### config.mk
export PLATFORM = sky130hd
export DESIGN_NAME = alu_exec_stage
export DESIGN_NICKNAME = d
export VERILOG_FILES = /design/src/rtl/alu_pkg.sv /design/src/rtl/alu_core.sv /design/src/rtl/alu_exec_stage.sv
export SDC_FILE = /design/constraint.sdc
export NUM_CORES = 1
export LEC_CHECK = 0
export ABC_AREA = 1
export BUFFER_PORTS_ARGS = -buffer_cell sky130_fd_sc_hd__buf_2
export CORE_ASPECT_RATIO = 0.75
export CORE_MARGIN = 8
export CORE_UTILIZATION = 45
export DETAILED_ROUTE_END_ITERATION = 16
export PLACE_DENSITY = 0.74
export RECOVER_POWER = 50
export SETUP_SLACK_MARGIN = 0.05
export SLEW_MARGIN = 10
export SYNTH_ARGS = -nofsm -noshare
export SYNTH_HDL_FRONTEND = slang
export SYNTH_SLANG_ARGS = --single-unit
### constraint.sdc
create_clock -name CLK -period 2.2 [get_ports CLK]
set_input_delay 0.22 -clock CLK [delete_from_list [all_inputs] [get_ports CLK]]
set_output_delay 0.22 -clock CLK [all_outputs]
set_load 0.02 [all_outputs]
### src/rtl/alu_pkg.sv
// rtl/alu_pkg.sv - shared ALU op codes, handshake states and op legality helper
package alu_pkg;

  // ALUControl encodings shared with the ALU decoder
  localparam logic [2:0] ALU_ADD = 3'b000;
  localparam logic [2:0] ALU_SUB = 3'b001;
  localparam logic [2:0] ALU_AND = 3'b010;
  localparam logic [2:0] ALU_OR  = 3'b011;
  localparam logic [2:0] ALU_SLT = 3'b101;

  // Handshake state is simply {out_valid, skid_valid}
  localparam logic [1:0] ST_EMPTY = 2'b00;
  localparam logic [1:0] ST_ONE   = 2'b10;
  localparam logic [1:0] ST_TWO   = 2'b11;

  function automatic logic is_legal_alu_op(input logic [2:0] code);
    case (code)
      ALU_ADD, ALU_SUB, ALU_AND, ALU_OR, ALU_SLT: is_legal_alu_op = 1'b1;
      default:                                     is_legal_alu_op = 1'b0;
    endcase
  endfunction

endpackage

### src/rtl/alu_core.sv
// rtl/alu_core.sv - combinational ALU: op code and operands to result, zero and illegal flags
module alu_core
  import alu_pkg::*;
#(
  parameter int WIDTH = 32
) (
  input  logic [2:0]       alu_control,
  input  logic [WIDTH-1:0] src_a,
  input  logic [WIDTH-1:0] src_b,
  output logic [WIDTH-1:0] result,
  output logic             zero,
  output logic             illegal
);

  // Evaluate the op; illegal codes yield a zero result so zero reads 1
  always_comb begin
    result  = '0;
    illegal = ~is_legal_alu_op(alu_control);
    case (alu_control)
      ALU_ADD: result = src_a + src_b;
      ALU_SUB: result = src_a - src_b;
      ALU_AND: result = src_a & src_b;
      ALU_OR:  result = src_a | src_b;
      ALU_SLT: result = {{(WIDTH-1){1'b0}}, ($signed(src_a) < $signed(src_b))};
      default: result = '0;
    endcase
    zero = (result == '0);
  end

endmodule

### src/rtl/alu_exec_stage.sv
// rtl/alu_exec_stage.sv - registered ALU stage with a 2-entry skid buffer and valid/ready handshakes
module alu_exec_stage
  import alu_pkg::*;
#(
  parameter int WIDTH = 32
) (
  input  logic             CLK,
  input  logic             RST,
  input  logic             in_valid,
  output logic             in_ready,
  input  logic [2:0]       ALUControl,
  input  logic [WIDTH-1:0] SrcA,
  input  logic [WIDTH-1:0] SrcB,
  output logic             out_valid,
  input  logic             out_ready,
  output logic [WIDTH-1:0] ALUResult,
  output logic             Zero,
  output logic             illegal_op
);

  logic [WIDTH-1:0] core_result;
  logic             core_zero;
  logic             core_illegal;

  alu_core #(.WIDTH(WIDTH)) u_core (
    .alu_control (ALUControl),
    .src_a       (SrcA),
    .src_b       (SrcB),
    .result      (core_result),
    .zero        (core_zero),
    .illegal     (core_illegal)
  );

  logic             out_valid_q,   out_valid_d;
  logic [WIDTH-1:0] out_result_q,  out_result_d;
  logic             out_zero_q,    out_zero_d;
  logic             out_illegal_q, out_illegal_d;
  logic             skid_valid_q,  skid_valid_d;
  logic [WIDTH-1:0] skid_result_q, skid_result_d;
  logic             skid_zero_q,   skid_zero_d;
  logic             skid_illegal_q, skid_illegal_d;
  logic             in_ready_q,    in_ready_d;

  logic accept;
  logic drain;

  assign accept = in_valid & in_ready_q;
  assign drain  = out_valid_q & out_ready;

  // Next-state for OUT/SKID; ready is precomputed from next skid occupancy so it stays a flop
  always_comb begin
    out_valid_d    = out_valid_q;
    out_result_d   = out_result_q;
    out_zero_d     = out_zero_q;
    out_illegal_d  = out_illegal_q;
    skid_valid_d   = skid_valid_q;
    skid_result_d  = skid_result_q;
    skid_zero_d    = skid_zero_q;
    skid_illegal_d = skid_illegal_q;
    case ({out_valid_q, skid_valid_q})
      ST_EMPTY: begin
        if (accept) begin
          out_valid_d   = 1'b1;
          out_result_d  = core_result;
          out_zero_d    = core_zero;
          out_illegal_d = core_illegal;
        end
      end
      ST_ONE: begin
        if (accept && drain) begin
          out_result_d  = core_result;
          out_zero_d    = core_zero;
          out_illegal_d = core_illegal;
        end else if (accept) begin
          skid_valid_d   = 1'b1;
          skid_result_d  = core_result;
          skid_zero_d    = core_zero;
          skid_illegal_d = core_illegal;
        end else if (drain) begin
          out_valid_d = 1'b0;
        end
      end
      ST_TWO: begin
        if (drain) begin
          out_result_d  = skid_result_q;
          out_zero_d    = skid_zero_q;
          out_illegal_d = skid_illegal_q;
          skid_valid_d  = 1'b0;
        end
      end
      default: begin
        // Skid full with OUT empty cannot occur; fall back to empty
        out_valid_d  = 1'b0;
        skid_valid_d = 1'b0;
      end
    endcase
    in_ready_d = ~skid_valid_d;
  end

  // State registers with synchronous clear
  always_ff @(posedge CLK) begin
    if (RST) begin
      out_valid_q    <= 1'b0;
      out_result_q   <= '0;
      out_zero_q     <= 1'b0;
      out_illegal_q  <= 1'b0;
      skid_valid_q   <= 1'b0;
      skid_result_q  <= '0;
      skid_zero_q    <= 1'b0;
      skid_illegal_q <= 1'b0;
      in_ready_q     <= 1'b0;
    end else begin
      out_valid_q    <= out_valid_d;
      out_result_q   <= out_result_d;
      out_zero_q     <= out_zero_d;
      out_illegal_q  <= out_illegal_d;
      skid_valid_q   <= skid_valid_d;
      skid_result_q  <= skid_result_d;
      skid_zero_q    <= skid_zero_d;
      skid_illegal_q <= skid_illegal_d;
      in_ready_q     <= in_ready_d;
    end
  end

  assign in_ready   = in_ready_q;
  assign out_valid  = out_valid_q;
  assign ALUResult  = out_result_q;
  assign Zero       = out_zero_q;
  assign illegal_op = out_illegal_q;

endmodule

==> results of run 1 <==
[state kept, by name, summed over array words and instances, names as in the netlist]
register / count
ALUResult: 32
skid_result_q: 32
Zero: 1
illegal_op: 1
in_ready: 1
out_valid: 1
skid_illegal_q: 1
skid_valid_q: 1
skid_zero_q: 1
[how the worst max path moves through the flow]
stage          startpoint          end  slack, ps  cells after the start
6_report         SrcB[12]  skid_zero_q        -60                     21
5_1_grt           SrcB[2]  skid_zero_q       -180                     18
4_1_cts           SrcA[0]         Zero        -10                     23
3_5_place_dp      SrcB[4]         Zero       -920                     22
3_3_place_gp      SrcB[4]         Zero       -910                     22
2_1_floorplan     SrcA[0]         Zero         50                     20
[through the flow]
step,instances,power [W],TNS (ps),hold WS (ps),area [um^2]
after CTS,2411,0.00736,-10.1,358,13900
after global routing,2442,0.00842,-467,422,15200
after global placement,2369,0.00542,-17650,451,12500
after detailed placement,2369,0.00549,-19250,454,12500
after floorplan,1739,0.00394,0,447,9600
final,2442,0.00792,-117,381,15200
[cell usage in the layout (no fill, tap or decap), types with 4 or more instances in the layout]
cell       instances
clkbuf_16          9
nand3_1           98
buf_12             5
nand2_4           36
o21ai_2            9
o211ai_1           4
a21oi_2           19
clkbuf_1          36
buf_4            326
buf_8              4
inv_1            312
ha_4              31
and2_1             4
nand3_2           24
nand3_4           15
o21ai_0           59
a21oi_4            6
nand2_1          371
buf_6             43
ha_2               7
dfxtp_1           70
a21oi_1          105
inv_4             11
nand4_1           14
nor2_1            79
inv_2             68
nand3b_1           7
nor3_1             4
o21ai_1           22
ha_1              74
nand2_2           89
nor2_2            45
buf_2             49
nor3_2             4
nor2_4            30
o22ai_1           26
[cell type report]
type / count / area, um^2
Timing Repair Buffer: 464 / 3480
Multi-Input combinational cell: 1211 / 8090
Clock buffer: 9 / 225
Sequential cell: 71 / 1420
Clock inverter: 7 / 82.6
Inverter: 392 / 1500
Tap cell: 288 / 360
Fill cell: 1681 / 5850
[critical path: stages]
cell	delay [ps]
buf_6	100
inv_4	60
ha_4	220
buf_8	150
nand2_1	80
nand2_2	80
nand2_1	70
nand2_1	90
a21oi_2	260
nand2_4	120
buf_6	130
nand2_2	60
nand3_1	90
nand3_2	100
nand3_2	80
nor2_2	110
nand2_1	50
nor2_1	130
nand3_2	110
buf_4	150
a21oi_2	100
[timing repair]
action	CTS	global route
setup buffers	26	32
gates resized for setup	240	340
pin swaps	59	147
hold endpoints to repair	0	0
setup endpoints to repair	38	47
[cell families (layout without fill, tap and decap cells)]
| kind of cell | after synthesis | after routing |
|---|---|---|
| buffers and inverters | 457 | 872 |
| DFF | 71 | 71 |
| xor gates and xnor gates | 3 | 3 |
| AOI/OAI and AO/OA | 264 | 264 |
| and+or+nand+nor | 830 | 830 |
| adders and majority gates | 114 | 114 |
[power by group]
| group | internal, W | leakage, nW | switching (W) |
|---|---|---|---|
| sequential | 0.00156 | 0.578 | 0.000138 |
| combinational | 0.00191 | 7.42 | 0.00283 |
| clock | 0.000890 | 0.144 | 0.000595 |
| total | 0.00436 | 8.14 | 0.00357 |
[layer usage]
metal / track usage, % / wire length (um) / up-vias
li1: - / - / 6170
met1: 36.3 / 16800 / 5788
met2: 45.6 / 18300 / 570
met3: 5.05 / 3320 / 112
met4: 7.92 / 1570 / 0
met5: 0 / 0 / -
==> key figures, run 1 <==
Run status
  • Run status: finished, violations left
  • Failing checks: negative setup slack

Clock network
  • Clock transition at path regs: 60 ps
  • Number of buffers inserted for hold repair after clock tree synthesis: 0
  • Maximum clock insertion buffer count: 2
  • Number of clock buffers inserted by TritonCTS: 9
  • Clock tree from TritonCTS: built
  • Maximum level of the CTS H-tree: 3
  • CTS sink count: 71
  • Clock latency on the worst-skew pair: around 340 ps
  • Root Buffer: clkbuf_16

Floorplanning
  • Starting density of the core: 45.6%
  • Num ports: ~110
  • Die area: 26300 um^2
  • Core footprint: 21000 um^2
  • Rows: 46
  • Die extent in y: 142 um
  • Overall die width: 184 um

STA
  • Top achievable clock speed: ~440 MHz
  • Crit path setup slack, layout: -61.2 ps
  • Final setup vio count: 2
  • Unrepaired setup endpoints after global routing: true
  • Max-slew violation total from the final report: 0
  • Tmin final: between 2000 and 2500 ps
  • Setup skew after layout: 6.17 ps
  • Share of the cycle needed by the critical path after routing: 103%
  • Transition time at the pin with the least slew margin: around 570 ps
  • Hold Vio Cnt, Final: 0
  • Relative slew slack: 61.7%

Logic synthesis
  • Post-synthesis cell area: 9580 um^2
  • Multiplexer share of the synthesized area: 0%
  • Synthesized instance count: 1739
  • Adder-cell share of the synthesized area: 15.0%
  • Post-synth EDFFs: 0
  • Compound-gate portion of the synthesized area: between 10% and 20%
  • Yosys warnings: 0
  • Post-synthesis simple-gate area fraction: 36.4%
  • Number of library cell types mapped by synthesis: 42
  • Leading cell types by count after synthesis: nand2_1 (491), inv_1 (391), nor2_1 (142), nand3_1 (131), a21oi_1 (129)
  • Xor-xnor portion of the synthesized cell area: 0.274%
  • Top cells by area, synth: nand2_1 (19%), inv_1 (15%), dfxtp_1 (15%)
  • Proportion of synthesized flip-flops having asynchronous set or reset: 0%
  • Library cell with the highest instance count after synthesis: nand2_1
  • Count of state elements after synthesis: 71
  • Share of the yosys chip area belonging to registers: 14.8%
  • Top cell type by total area after synthesis: nand2_1
  • Number of nets produced by synthesis: just under 2k
  • Main synth FF type: dfxtp_1
  • Area share of the largest cell type after synthesis: 19.2%
  • Combinational family with the most area after synthesis: simple AND/OR/NAND/NOR gates
  • Post-Synthesis Mean Instance Area: 5.51 um^2

GRT
  • Antenna violations before repair: 0
  • Maximum number of pins on one net before global-route repair: 54
  • Number of global-route vias before repair: between 10k and 15k
  • All-layer global routing usage: between 20 and 30%
  • Global-route wire length before repair: 58.3 mm
  • Global route total overflow: 0

Critical path
  • Required time of the worst setup path: 2480 ps
  • Worst-case reg-to-reg path depth: 10
  • CP Launch Type: primary input
  • Largest driver fanout on the critical path: 6
  • Critical path arrival: 2540 ps
  • Reg-to-reg setup timing slack: 170 ps
  • Kind of critical path: in2reg
  • Crit Reg-Reg Endpoint: ALUResult[12]
  • Worst flop-to-flop path startpoint: skid_valid_q
  • Capturing element type of the critical path: register

Routing
  • Total Wirelength: 40.0 mm
  • Mean routed wirelength per cell: 16.4 um
  • DRT Pass-1 Iters: 6
  • Initial DRC count: 1041
  • DRC violations left: 0
  • Final ANT Viol Nets: 0
  • Via count of the routed design: 12.6k
  • Vias per inst: 5.18

Cells and area
  • Final core utilization: between 70% and 80%
  • Total number of nets in the final design: ~2.3k
  • Antenna diode instance count: 0
  • Layout area overhead: 58.2%
  • Share of post-route cells with drive strength above 1: about two fifths

Job
  • Max-cap violation count: 0

Power
  • Power density over cell area: 523 nW/um^2
  • Max rail drop VDD: ~0.52 mV
  • Static leakage power: 8.14 nW

Placed design
  • Placer's final routability congestion estimate: 0.959
  • Worst setup slack after placement: -922 ps
  • Port-buffer cells: ~110
  • Post-DP HPWL: 29.6 mm

Min path
  • Worst hold start: out_ready
  • Class of the worst hold path: in2reg
  • Worst hold path cell count: 4
  • Worst hold endpoint: out_valid
Power figures use the tool's default switching activity.
==> inputs of run 2 (changes only) <==
- PLACE_DENSITY: 0.74 -> 0.72
==> run 2 against run 1 <==
The flow still finishes with violations (negative setup slack). Clock power shrank 11%. Clock skew is essentially flat. Cell area fell by 3.6%. Highest routed layer unchanged. Non-clock buffer count down 35. Final cell count down 1.4%. First-iteration DRC count rose by 14%. Global-route usage down 0.47 points. Critical endpoint is now Zero. Sequential cell count did not move. Largest cell class unchanged. Register-to-register slack improved by 50 ps.
==> key figures, run 2 (synthesis gave the netlist of run 1 again) <==
STA
  • Max-slew violation total from the final report: 0 (unchanged)
  • Crit path setup slack, layout: -187 ps (-126 ps)
  • Tmin final: 2390 ps (+126 ps)
  • Transition time at the pin with the least slew margin: 567 ps (-6.67 ps)
  • Setup skew after layout: 6.06 ps (-0.112 ps)
  • Top achievable clock speed: 419 MHz (-5.3%)
  • Final setup vio count: 3 (+1)
  • Hold Vio Cnt, Final: 0 (unchanged)
  • Setup TNS: -409 ps (-292 ps)
  • Relative slew slack: 62.2% (+0.44 points)
  • Unrepaired setup endpoints after global routing: true
  • Share of the cycle needed by the critical path after routing: 108% (+5.7 points)

Floorplanning
  • Num ports: 107 (unchanged)
  • Die area: 26300 um^2 (unchanged)
  • Rows: 46 (unchanged)
  • Starting density of the core: 45.6% (unchanged)
  • Core footprint: 21000 um^2 (unchanged)
  • Die extent in y: 142 um (unchanged)
  • Overall die width: 184 um (unchanged)

Critical path
  • Critical Path Start: SrcB[2]
  • Worst flop-to-flop path startpoint: skid_valid_q
  • Reg-to-reg setup timing slack: 220 ps (+50 ps)
  • Worst-case reg-to-reg path depth: 10 (unchanged)
  • Last element of the critical path: Zero
  • CP Launch Type: primary input
  • Crit Reg-Reg Endpoint: ALUResult[12]
  • Capturing element type of the critical path: register
  • Largest driver fanout on the critical path: 6 (unchanged)
  • Required time of the worst setup path: 2460 ps (-20 ps)
  • Kind of critical path: in2reg
  • Critical path arrival: 2650 ps (+110 ps)

Power
  • Proportion of power drawn by combinational gates: 59.8% (about the same)
  • Clock share of power: 17.7% (-1.0 points)
  • Max rail drop VDD: 0.473 mV (-9.4%)
  • Power density over cell area: 516 nW/um^2 (-1.2%)
  • Switching Power: 0.00342 W (-4.0%)
  • Internal power contribution: 0.00412 W (-5.5%)
  • Sequential power share: 22.5% (+1.1 points)
  • Proportion of total power due to net switching: 45.4% (+0.38 points)
  • Static leakage power: 7.85 nW (-3.6%)

Cells and area
  • Layout area overhead: 52.5%
  • Most common cell after layout, fill and taps aside: nand2_1
  • FF/Latch Area: 1420 um^2 (unchanged)
  • Filler Cell Count: 1800 (+7.1%)
  • Final Non-Filler Cells: 2408 (-1.4%)
  • Area of combinational cells with multiple inputs: 7880 um^2 (-2.6%)
  • Most frequent cells in the layout: nand2_1 (388), inv_1 (322), buf_4 (290)
  • Total number of nets in the final design: 2299 (-1.5%)
  • Share of post-route cells with drive strength above 1: 36.8% (-2.9 points)

Clock network
  • CTS sink count: 71 (unchanged)
  • Clock latency on the worst-skew pair: 330 ps (about the same)
  • Clock tree from TritonCTS: built
  • Maximum level of the CTS H-tree: 3 (unchanged)
  • Clock transition at path regs: 60 ps (about the same)
  • Maximum clock insertion buffer count: 2 (unchanged)
  • Number of clock buffers inserted by TritonCTS: 9 (unchanged)
  • Root Buffer: clkbuf_16

Placed design
  • Post-DP HPWL: 29.1 mm (-1.9%)
  • Port-buffer cells: 106 (unchanged)
  • Placed cell count: 2358 (-0.46%)
  • Placer's final routability congestion estimate: 1.01 (+5.7%)

Run status
  • Failing checks: negative setup slack
  • Run status: finished, violations left

Min path
  • Worst hold path cell count: 5 (+1)
  • Class of the worst hold path: in2reg

Routing
  • Total Wirelength: 38.5 mm (-3.6%)
  • DRC violations left: 0 (unchanged)
  • Vias per inst: 5.15 (-0.53%)
  • DRT Pass-1 Iters: 7 (+1)
  • Final ANT Viol Nets: 0 (unchanged)
  • Initial DRC count: 1186 (+14%)
  • Via count of the routed design: 12.4k (-1.9%)
  • Mean routed wirelength per cell: 16.0 um (-2.2%)

GRT
  • Antenna violations before repair: 1 (+1)
  • All-layer global routing usage: 27.2% (-0.47 points)
  • Global-route wire length before repair: 57.9 mm (-0.63%)
  • Maximum number of pins on one net before global-route repair: 54 (unchanged)
  • Global route total overflow: 0 (unchanged)
  • Number of global-route vias before repair: 11.5k (-1.0%)

Job
  • Max-cap violation count: 0 (unchanged)
[run 2: worst max-delay path, stage by stage]
cell and delay (ps):
buf_2 100, inv_2 50, ha_4 270, nand2_4 100, nand3_4 130, buf_4 170, buf_4 120, nand4_1 170
buf_4 140, buf_4 90, nand4_1 90, nand3_2 100, nand3_2 110, nor2_2 120, nand2_1 70, nor2_2 160
nand3_2 130, nand2_1 90, nand2_1 50, a21oi_1 140
[run 2: power by group through the flow]
stage / clock [W] / combinational (W) / sequential (W)
final: 0.00133 / 0.00451 / 0.00170
after detailed placement: 0 / 0.00373 / 0.00171
after global placement: 0 / 0.00368 / 0.00170
after CTS: 0.00134 / 0.00405 / 0.00169
after global routing: 0.00143 / 0.00490 / 0.00173
after floorplan: 0 / 0.00202 / 0.00192
[run 2: what timing repair did]
| action | in CTS | in global routing |
|---|---|---|
| endpoints found under the setup margin | 30 | 44 |
| hold buffers | 0 | 0 |
| setup buffers | 19 | 14 |
| resized for setup | 199 | 303 |
| pin swaps | 56 | 126 |
[run 2: worst min-delay path by stage]
stage	end	start	slack [ps]
2_1_floorplan	illegal_op	skid_illegal_q	450
3_3_place_gp	ALUResult[26]	ALUResult[26]	450
3_5_place_dp	ALUResult[26]	ALUResult[26]	450
4_1_cts	skid_illegal_q	ALUControl[2]	360
5_1_grt	illegal_op	ALUControl[2]	430
6_report	skid_illegal_q	ALUControl[2]	370
[run 2: cell type report]
class,count,area share [%]
Antenna cell,1,0.0171
Inverter,392,10.2
Clock buffer,9,1.54
Clock inverter,7,0.325
Sequential cell,71,9.74
Tap cell,288,2.47
Multi-Input combinational cell,1211,53.9
Timing Repair Buffer,429,21.8
[run 2: routing by layer]
metal	up-vias	global-route usage (%)	wire length, um
li1	6101	-	-
met5	-	0	0
met3	82	6.17	2910
met2	515	44.1	17500
met4	0	7.29	1110
met1	5700	35.7	17000
[run 2: stage by stage]
step	util (%)	cell area, um^2	total power, W	worst slack (ps)	hold WS, ps
final	69.5	14600	0.00754	-187	373
after global routing	69.5	14600	0.00806	-349	425
after CTS	64.7	13600	0.00708	-42.9	362
after detailed placement	59.0	12400	0.00544	-820	454
after global placement	59.0	12400	0.00538	-873	449
after floorplan	-	9600	0.00394	50.9	447
